--- config.mk ---
export PLATFORM = sky130hd
export DESIGN_NAME = fetch_ctrl
export DESIGN_NICKNAME = d
export VERILOG_FILES = /design/src/rtl/fetch_ctrl_pkg.sv /design/src/rtl/fetch_len_dec.sv /design/src/rtl/fetch_ctrl.sv
export SDC_FILE = /design/constraint.sdc
export NUM_CORES = 1
export LEC_CHECK = 0
export ABC_AREA = 0
export CORE_AREA = 10 10 137 139
export DETAILED_ROUTE_END_ITERATION = 8
export DIE_AREA = 0 0 147 149
export GPL_ROUTABILITY_DRIVEN = 0
export PLACE_DENSITY_LB_ADDON = 0.08
export SYNTH_ARGS = -nofsm -noshare
export SYNTH_HDL_FRONTEND = slang
export SYNTH_HIERARCHICAL = 1
export SYNTH_SLANG_ARGS = --single-unit
--- constraint.sdc ---
create_clock -name clk -period 2.9 [get_ports clk]
set_input_delay 0.58 -clock clk [delete_from_list [all_inputs] [get_ports clk]]
set_output_delay 0.58 -clock clk [all_outputs]
set_load 0.05 [all_outputs]
--- src/rtl/fetch_ctrl_pkg.sv ---
// Shared constants for the fetch stage: datapath width, instruction codes,
// instruction lengths, status codes and controller states.
package fetch_ctrl_pkg;

  localparam int unsigned DATA_WID = 32;

  typedef enum logic [3:0] {
    IHalt   = 4'h0,
    INop    = 4'h1,
    IRrmovl = 4'h2,
    IIrmovl = 4'h3,
    IRmmovl = 4'h4,
    IMrmovl = 4'h5,
    IOpl    = 4'h6,
    IJxx    = 4'h7,
    ICall   = 4'h8,
    IRet    = 4'h9,
    IPushl  = 4'hA,
    IPopl   = 4'hB
  } icode_e;

  localparam logic [2:0] Len1 = 3'd1;
  localparam logic [2:0] Len2 = 3'd2;
  localparam logic [2:0] Len5 = 3'd5;
  localparam logic [2:0] Len6 = 3'd6;

  typedef enum logic [1:0] {
    StatAok = 2'b00,
    StatHlt = 2'b01,
    StatIns = 2'b10
  } stat_e;

  typedef enum logic [1:0] {
    StIdle,
    StFetch,
    StHalt,
    StErr
  } state_e;

endpackage

--- src/rtl/fetch_len_dec.sv ---
// Combinational instruction length and validity decode from icode.
module fetch_len_dec
  import fetch_ctrl_pkg::*;
(
  input  logic [3:0] icode_i,
  output logic [2:0] len_o,
  output logic       invalid_o
);

  always_comb begin
    len_o     = Len1;
    invalid_o = 1'b0;
    unique case (icode_i)
      IHalt, INop, IRet:              len_o = Len1;
      IRrmovl, IOpl, IPushl, IPopl:   len_o = Len2;
      IJxx, ICall:                    len_o = Len5;
      IIrmovl, IRmmovl, IMrmovl:      len_o = Len6;
      // Invalid codes still advance by one so out_valP stays well defined.
      default: begin
        len_o     = Len1;
        invalid_o = 1'b1;
      end
    endcase
  end

endmodule

--- src/rtl/fetch_ctrl.sv ---
// Fetch controller: walks the PC through a combinational instruction memory and
// holds one fetched instruction for decode under a valid/ready handshake.
module fetch_ctrl #(
  parameter int unsigned DATA_WID = fetch_ctrl_pkg::DATA_WID
) (
  input  logic                clk,
  input  logic                rst,
  input  logic                start,
  input  logic [DATA_WID-1:0] start_pc,
  output logic [DATA_WID-1:0] imem_pc,
  input  logic [3:0]          imem_icode,
  input  logic [3:0]          imem_ifun,
  input  logic [3:0]          imem_rA,
  input  logic [3:0]          imem_rB,
  input  logic [DATA_WID-1:0] imem_valC,
  input  logic                redirect_valid,
  input  logic [DATA_WID-1:0] redirect_pc,
  output logic                out_valid,
  input  logic                out_ready,
  output logic [3:0]          out_icode,
  output logic [3:0]          out_ifun,
  output logic [3:0]          out_rA,
  output logic [3:0]          out_rB,
  output logic [DATA_WID-1:0] out_valC,
  output logic [DATA_WID-1:0] out_valP,
  output logic [DATA_WID-1:0] out_pc,
  output logic [1:0]          stat
);

  import fetch_ctrl_pkg::*;

  state_e              state_q, state_d;
  stat_e               stat_q, stat_d;
  logic [DATA_WID-1:0] pc_q, pc_d;
  logic                valid_q, valid_d;
  logic [3:0]          icode_q, icode_d, ifun_q, ifun_d, ra_q, ra_d, rb_q, rb_d;
  logic [DATA_WID-1:0] valc_q, valc_d, valp_q, valp_d, opc_q, opc_d;

  logic [2:0]          len;
  logic                invalid;
  logic [DATA_WID-1:0] pc_next;

  fetch_len_dec u_len_dec (
    .icode_i   (imem_icode),
    .len_o     (len),
    .invalid_o (invalid)
  );

  assign pc_next = pc_q + DATA_WID'(len);

  always_comb begin
    state_d = state_q;
    stat_d  = stat_q;
    pc_d    = pc_q;
    valid_d = valid_q;
    icode_d = icode_q;
    ifun_d  = ifun_q;
    ra_d    = ra_q;
    rb_d    = rb_q;
    valc_d  = valc_q;
    valp_d  = valp_q;
    opc_d   = opc_q;

    // Acceptance drains the held slot; a capture below refills it.
    if (out_ready) valid_d = 1'b0;

    unique case (state_q)
      StIdle: begin
        if (start) begin
          pc_d    = start_pc;
          state_d = StFetch;
        end
      end
      StFetch: begin
        if (redirect_valid) begin
          pc_d    = redirect_pc;
          valid_d = 1'b0;
        end else if (!valid_q || out_ready) begin
          valid_d = 1'b1;
          icode_d = imem_icode;
          ifun_d  = imem_ifun;
          ra_d    = imem_rA;
          rb_d    = imem_rB;
          valc_d  = imem_valC;
          valp_d  = pc_next;
          opc_d   = pc_q;
          pc_d    = pc_next;
          if (invalid) begin
            stat_d  = StatIns;
            state_d = StErr;
          end else if (imem_icode == IHalt) begin
            stat_d  = StatHlt;
            state_d = StHalt;
          end
        end
      end
      StHalt, StErr: begin
        if (start) begin
          pc_d    = start_pc;
          stat_d  = StatAok;
          state_d = StFetch;
        end
      end
      default: state_d = StIdle;
    endcase
  end

  always_ff @(posedge clk) begin
    if (rst) begin
      state_q <= StIdle;
      stat_q  <= StatAok;
      pc_q    <= '0;
      valid_q <= 1'b0;
      icode_q <= '0;
      ifun_q  <= '0;
      ra_q    <= '0;
      rb_q    <= '0;
      valc_q  <= '0;
      valp_q  <= '0;
      opc_q   <= '0;
    end else begin
      state_q <= state_d;
      stat_q  <= stat_d;
      pc_q    <= pc_d;
      valid_q <= valid_d;
      icode_q <= icode_d;
      ifun_q  <= ifun_d;
      ra_q    <= ra_d;
      rb_q    <= rb_d;
      valc_q  <= valc_d;
      valp_q  <= valp_d;
      opc_q   <= opc_d;
    end
  end

  assign imem_pc   = pc_q;
  assign out_valid = valid_q;
  assign out_icode = icode_q;
  assign out_ifun  = ifun_q;
  assign out_rA    = ra_q;
  assign out_rB    = rb_q;
  assign out_valC  = valc_q;
  assign out_valP  = valp_q;
  assign out_pc    = opc_q;
  assign stat      = stat_q;

endmodule

==> results of run 1 <==
==> logic make-up (layout without fill, tap and decap cells) <==
family,count (synthesis),count (layout)
AO/OA/AOI/OAI,266,266
XOR/XNOR,27,27
adder cells (fa/ha/maj),4,4
buffers and inverters,94,365
flip-flops,149,149
multiplexers,7,7
AND/OR/NAND/NOR,346,346
==> final timing paths <==
check | slack (ps) | to | cells past startpoint | start
worst min register to register | 450 | out_rA[0] | 2 | out_rA[0]
worst max-delay path | 160 | out_valP[25] | 11 | imem_icode[0]
worst max register to register | 800 | imem_pc[30] | 5 | imem_pc[6]
worst min-delay path | 450 | out_rA[0] | 2 | out_rA[0]
==> flip-flops by register name, summed over array words and instances, names as in the netlist <==
register / count
imem_pc: 32
out_pc: 32
out_valC: 32
out_valP: 32
out_icode: 4
out_ifun: 4
out_rA: 4
out_rB: 4
stat: 2
state_q: 2
out_valid: 1
==> through the flow <==
stage	power, uW	area [sq um]	util
after CTS	5960	10500	0.650
after detailed placement	3690	9910	0.613
after global placement	3680	9910	0.613
after floorplan	3110	6900	-
final	5920	10600	0.653
after global routing	6150	10600	0.653
==> power by group through the flow <==
stage	logic (uW)	clock network (uW)	registers [uW]
floorplan	436	0	2670
global placement	1350	0	2330
detailed placement	1350	0	2330
CTS	1360	2310	2290
global route	1450	2400	2310
finish	1360	2270	2290
==> repair_timing <==
action                                  in CTS  in global routing
gates resized for setup                      1                 12
gates cloned                                 0                  0
endpoints found under the setup margin       1                 28
pin swaps                                    0                  2
==> worst max-delay path, cell delays in order <==
cell,delay (ps)
clkdlybuf4s50_1,520
nor2_1,60
mux2i_1,180
o22ai_2,120
buf_4,140
ha_2,350
o211a_1,160
and4_2,350
nand3_1,170
xor2_1,300
a21oi_1,110
==> cell type report <==
| type | instances | area share |
|---|---|---|
| inverter | 16 | 0.00569 |
| multi-input combinational | 650 | 0.336 |
| tap | 220 | 0.0261 |
| clock inverter | 15 | 0.0171 |
| clock buffer | 17 | 0.0403 |
| sequential | 149 | 0.283 |
| timing repair buffer | 317 | 0.292 |
==> Yosys cell counts (5+ instances only) <==
cell / instances
o31a_1: 6
inv_1: 15
clkbuf_1: 40
and4_1: 5
a211oi_1: 9
xnor2_1: 19
o21ai_0: 49
a31oi_1: 9
nor2_1: 25
nand4_1: 18
buf_2: 35
nor3_1: 11
a21oi_1: 149
nand3_1: 34
xor2_1: 8
and3_1: 9
dfxtp_1: 149
nor4_1: 6
nand2_1: 211
o211ai_1: 7
o32ai_1: 8
==> layer usage <==
layer	track usage	vias up	share of wire
met5	0	-	0
met4	0.0748	0	0.023
met3	0.0789	48	0.099
met2	0.353	340	0.45
met1	0.291	3395	0.43
li1	-	3634	-
==> impl_metrics.csv, run 1 <==
group,metric,value,unit
clock_network,insertion_delay,420,ps
global_routing,grt_pass1_vias,7107,
clock_network,clock_path_buffers,2,
worst_setup_path,cp.required,3200,ps
floorplanning,num_rows,47,
global_routing,grt_pass1_wl,40300,um
sta,finalCritPeriodShare,0.944,
placement,dp_hpwl,18600,um
placement,pre_cts_slack,-445,ps
floorplanning,dieWidth,147,um
worst_setup_path,cp_max_fo,8,
clock_network,clock-sinks,149,
clock_network,clk_pin_slew,60,ps
synthesis,avgSynthCellArea,7.72,sq um
final_layout,syn_to_final_growth,53.0,%
final_layout,multi_input_area,3550,sq um
pwr,p_per_area,561,nW/um^2
final_layout,antenna_cells,0,
clock_network,ctsHtreeMaxLevel,4,
floorplanning,pin_count,264,
synthesis,syn-num-nets,1014,
clock_network,postCtsHoldBufs,0,
synthesis,synth_xor_xnor_area_share,0.0343,
pwr,p_leak,0.00380,uW
pwr,p_sw_frac,0.315,
worst_setup_path,cp-end-kind,"register",
clock_network,cts_tree,"done",
synthesis,muxShareOfSynthArea,0.0131,
synthesis,netlist_instances,893,
synthesis,ys_seq_elements,149,
route,viasPerCell,5.36,
final_layout,final_common_cell,"clkdlybuf4s50_1",
pwr,p_switching,1870,uW
sta,hold_ws,451,ps
floorplanning,core,16200,sq um
route,drc,0,
sta,fin_crit,2740,ps
route,vias,7417,
synthesis,synth.area.top_cells,"dfxtp_1, nand2_1, a21oi_1",
outcome,outcome,"completed",
hold_path,hp-class,"register to register",
global_routing,grt_usage,0.228,
final_layout,n_fill_cell,1462,
route,drt-initial-drc-count,483,
sta,final.setup_skew,7.46,ps
synthesis,ys.flop_type,"dfxtp_1",
sta,rsz0062_at_grt,"no",
synthesis,synth_top_family_by_area,"simple AND/OR/NAND/NOR gates",
clock_network,cts_setup_buffers,0,
pwr,clock_power_share,0.384,
worst_setup_path,cp.arrival,3040,ps
route,wire_per_inst,18.7,um
synthesis,ys_seq_area_frac,0.433,
floorplanning,initial_core_util,0.426,
sta,slew_violations,0,
route,ant_nets,0,
global_routing,grt_max_degree,77,
synthesis,synth_cell_types,65,
synthesis,yosys_warnings,6,
final_layout,seq_area,2980,sq um
sta,max_freq,365,MHz
final_layout,fin_nets,1272,
worst_setup_path,start_kind,"input pin",
sta,slew_headroom,0.455,
pwr,comb_power_share,0.229,
final_layout,drive_gt1_frac,0.0997,
final_layout,layout_common_cells,"clkdlybuf4s50_1, nand2_1, a21oi_1, dfxtp_1, buf_4",
synthesis,synthArstFlopShare,0,
placement,portBuffers,263,
sta,setup_ws,161,ps
synthesis,synth_area_leader_cell,"dfxtp_1",
sta,setup_viol,0,
floorplanning,die_h,149,um
synthesis,syn-cell-area,6900,sq um
pwr,power.internal,4060,uW
placement,place_inst,1352,
route,finalWirelength,25900,um
final_layout,final_cells,1384,
worst_setup_path,criticalPathCategory,"input pin to register",
route,drtPass1Iterations,5,
pwr,peakVddDrop,0.000421,V
synthesis,synth-compound-area-share,0.224,
synthesis,yosys.area_share.simple,0.228,
sta,finalSetupTns,0,ps
synthesis,yosys.area.top_type_share,0.433,
clock_network,cts_buffers,17,
synthesis,synth_fa_ha_area_frac,0.00835,
sta,finalHoldViolations,0,
floorplanning,die_area,21900,sq um
run,drv_cap,0,
global_routing,overflow,0,
pwr,seq_power_share,0.387,
clock_network,root_buffer,"clkbuf_16",
synthesis,synth_edf_count,0,
global_routing,antenna_found_initial,1,
sta,worst_pin_slew,814,ps
No activity file was read; power rests on OpenSTA's default activity.
==> inputs of run 2 (changes only) <==
Settings changed: CORE_AREA 10 10 137 139 to 4 4 131 133, DIE_AREA 0 0 147 149 to 0 0 135 137, SKIP_LAST_GASP set to 1.
==> run 2 against run 1 <==
  * Non-clock buffer count decreased by 6
  * Hold slack about the same
  * Die area decreased by 16%
  * Total power decreased by 2.3%
  * Highest routed layer unchanged
  * Combinational power about the same
  * Critical path type unchanged
  * Global-route usage increased by 3.0 points
  * Register-to-register slack got worse by 200 ps
==> impl_metrics.csv, run 2 (synthesis results as in run 1) <==
group,metric,value,unit
global_routing,grt_pass1_vias,7086,
pwr,peakVddDrop,0.000380,V
floorplanning,num_rows,46,
route,drtPass1Iterations,5,
worst_setup_path,start_kind,"input pin",
clock_network,postCtsHoldBufs,0,
final_layout,post-route-util,0.660,
global_routing,antenna_found_initial,0,
global_routing,grt_usage,0.258,
floorplanning,pin_count,264,
clock_network,cts_tree,"done",
worst_setup_path,cp_max_fo,10,
clock_network,clk_pin_slew,60,ps
floorplanning,die_area,18500,sq um
route,drt-initial-drc-count,454,
clock_network,clock_path_buffers,2,
clock_network,ctsHtreeMaxLevel,4,
global_routing,grt_pass1_wl,38100,um
final_layout,antenna_cells,0,
run,drv_cap,0,
final_layout,final_common_cell,"clkdlybuf4s50_1",
global_routing,overflow,0,
sta,setup_viol,0,
floorplanning,dieWidth,135,um
worst_setup_path,cp.arrival,3130,ps
sta,slew_headroom,0.450,
final_layout,drive_gt1_frac,0.0898,
final_layout,final_cell_area,10400,sq um
route,finalWirelength,24500,um
sta,finalCritPeriodShare,0.959,
pwr,p_per_area,554,nW/um^2
worst_setup_path,cp-end-kind,"register",
route,wire_per_inst,17.8,um
pwr,p_leak,0.00372,uW
floorplanning,core,15800,sq um
placement,dp_hpwl,17400,um
clock_network,clock-sinks,149,
floorplanning,die_h,137,um
sta,slew_violations,0,
placement,placed_area,9870,sq um
sta,rsz0062_at_grt,"yes",
sta,finalHoldViolations,0,
clock_network,root_buffer,"clkbuf_16",
sta,fin_crit,2780,ps
final_layout,fin_nets,1266,
sta,final.setup_skew,10.1,ps
route,vias,7391,
clock_network,cts_buffers,17,
floorplanning,initial_core_util,0.436,
route,drc,0,
hold_path,hp-class,"register to register",
route,viasPerCell,5.38,
placement,portBuffers,263,
final_layout,syn_to_final_growth,51.5,%
sta,worst_pin_slew,818,ps
worst_setup_path,cp.required,3250,ps
global_routing,grt_max_degree,125,
route,ant_nets,0,
worst_setup_path,criticalPathCategory,"input pin to register",
sta,max_freq,360,MHz
sta,hold_ws,451,ps
clock_network,cts_setup_buffers,0,
outcome,outcome,"completed",
clock_network,insertion_delay,420,ps
final_layout,layout_common_cells,"clkdlybuf4s50_1, nand2_1, a21oi_1, dfxtp_1, o21ai_0",
clock_network,cts_resized,0,
## run 2: cell types whose count changed in the layout (fill, tap and decap cells not counted), moves of 2 or more
cell	previous run	this run
inv_8	0	2
buf_4	52	45
bufinv_16	3	1
clkinv_4	3	1
inv_6	3	5
clkdlybuf4s50_1	259	262
dlymetal6s2s_1	3	0
## run 2: metrics by stage
step / setup slack (ps) / setup TNS [ps] / std cells / power (uW)
after floorplan: 320 / 0 / 893 / 3110
after global placement: -270 / -7980 / 1342 / 3670
after detailed placement: -353 / -10040 / 1342 / 3680
after CTS: 90.5 / 0 / 1374 / 5830
after global routing: -45.1 / -45.1 / 1374 / 6020
final: 120 / 0 / 1374 / 5790
## run 2: layout make-up
class / count / area (sq um)
Timing Repair Buffer: 311 / 3040
Clock buffer: 17 / 425
Tap cell: 216 / 270
Clock inverter: 15 / 145
Inverter: 16 / 60.1
Sequential cell: 149 / 2980
Multi-Input combinational cell: 650 / 3520
Fill cell: 1423 / 5380
## run 2: per-layer routing
metal	global-route usage	wire (um)	vias to the layer above	share of wire
li1	-	-	3622	-
met1	0.338	10600	3449	0.43
met2	0.431	11700	294	0.48
met4	0.0694	352	0	0.014
met3	0.0588	1840	26	0.075
met5	0	0	-	0
## run 2: final timing paths
kind / cells past startpoint / slack, ps / to / start
min reg2reg: 2 / 450 / out_valC[20] / out_valC[20]
max reg2reg: 5 / 600 / imem_pc[24] / imem_pc[19]
max: 12 / 120 / imem_pc[20] / imem_icode[0]
min: 2 / 450 / out_valC[20] / out_valC[20]
## run 2: where the power goes
part	leakage [uW]	switching (uW)	internal, uW
Clock	0.000271	943	1200
Sequential	0.00122	132	2160
Combinational	0.00223	814	537
## run 2: worst max-delay path, stage by stage
cell and delay, ps:
clkdlybuf4s50_1 440, a21oi_1 160, mux2_4 200, inv_2 30
ha_1 200, fa_1 420, a21o_1 220, and4_2 300
buf_4 170, a31oi_1 140, o21ai_0 90, a21oi_1 150
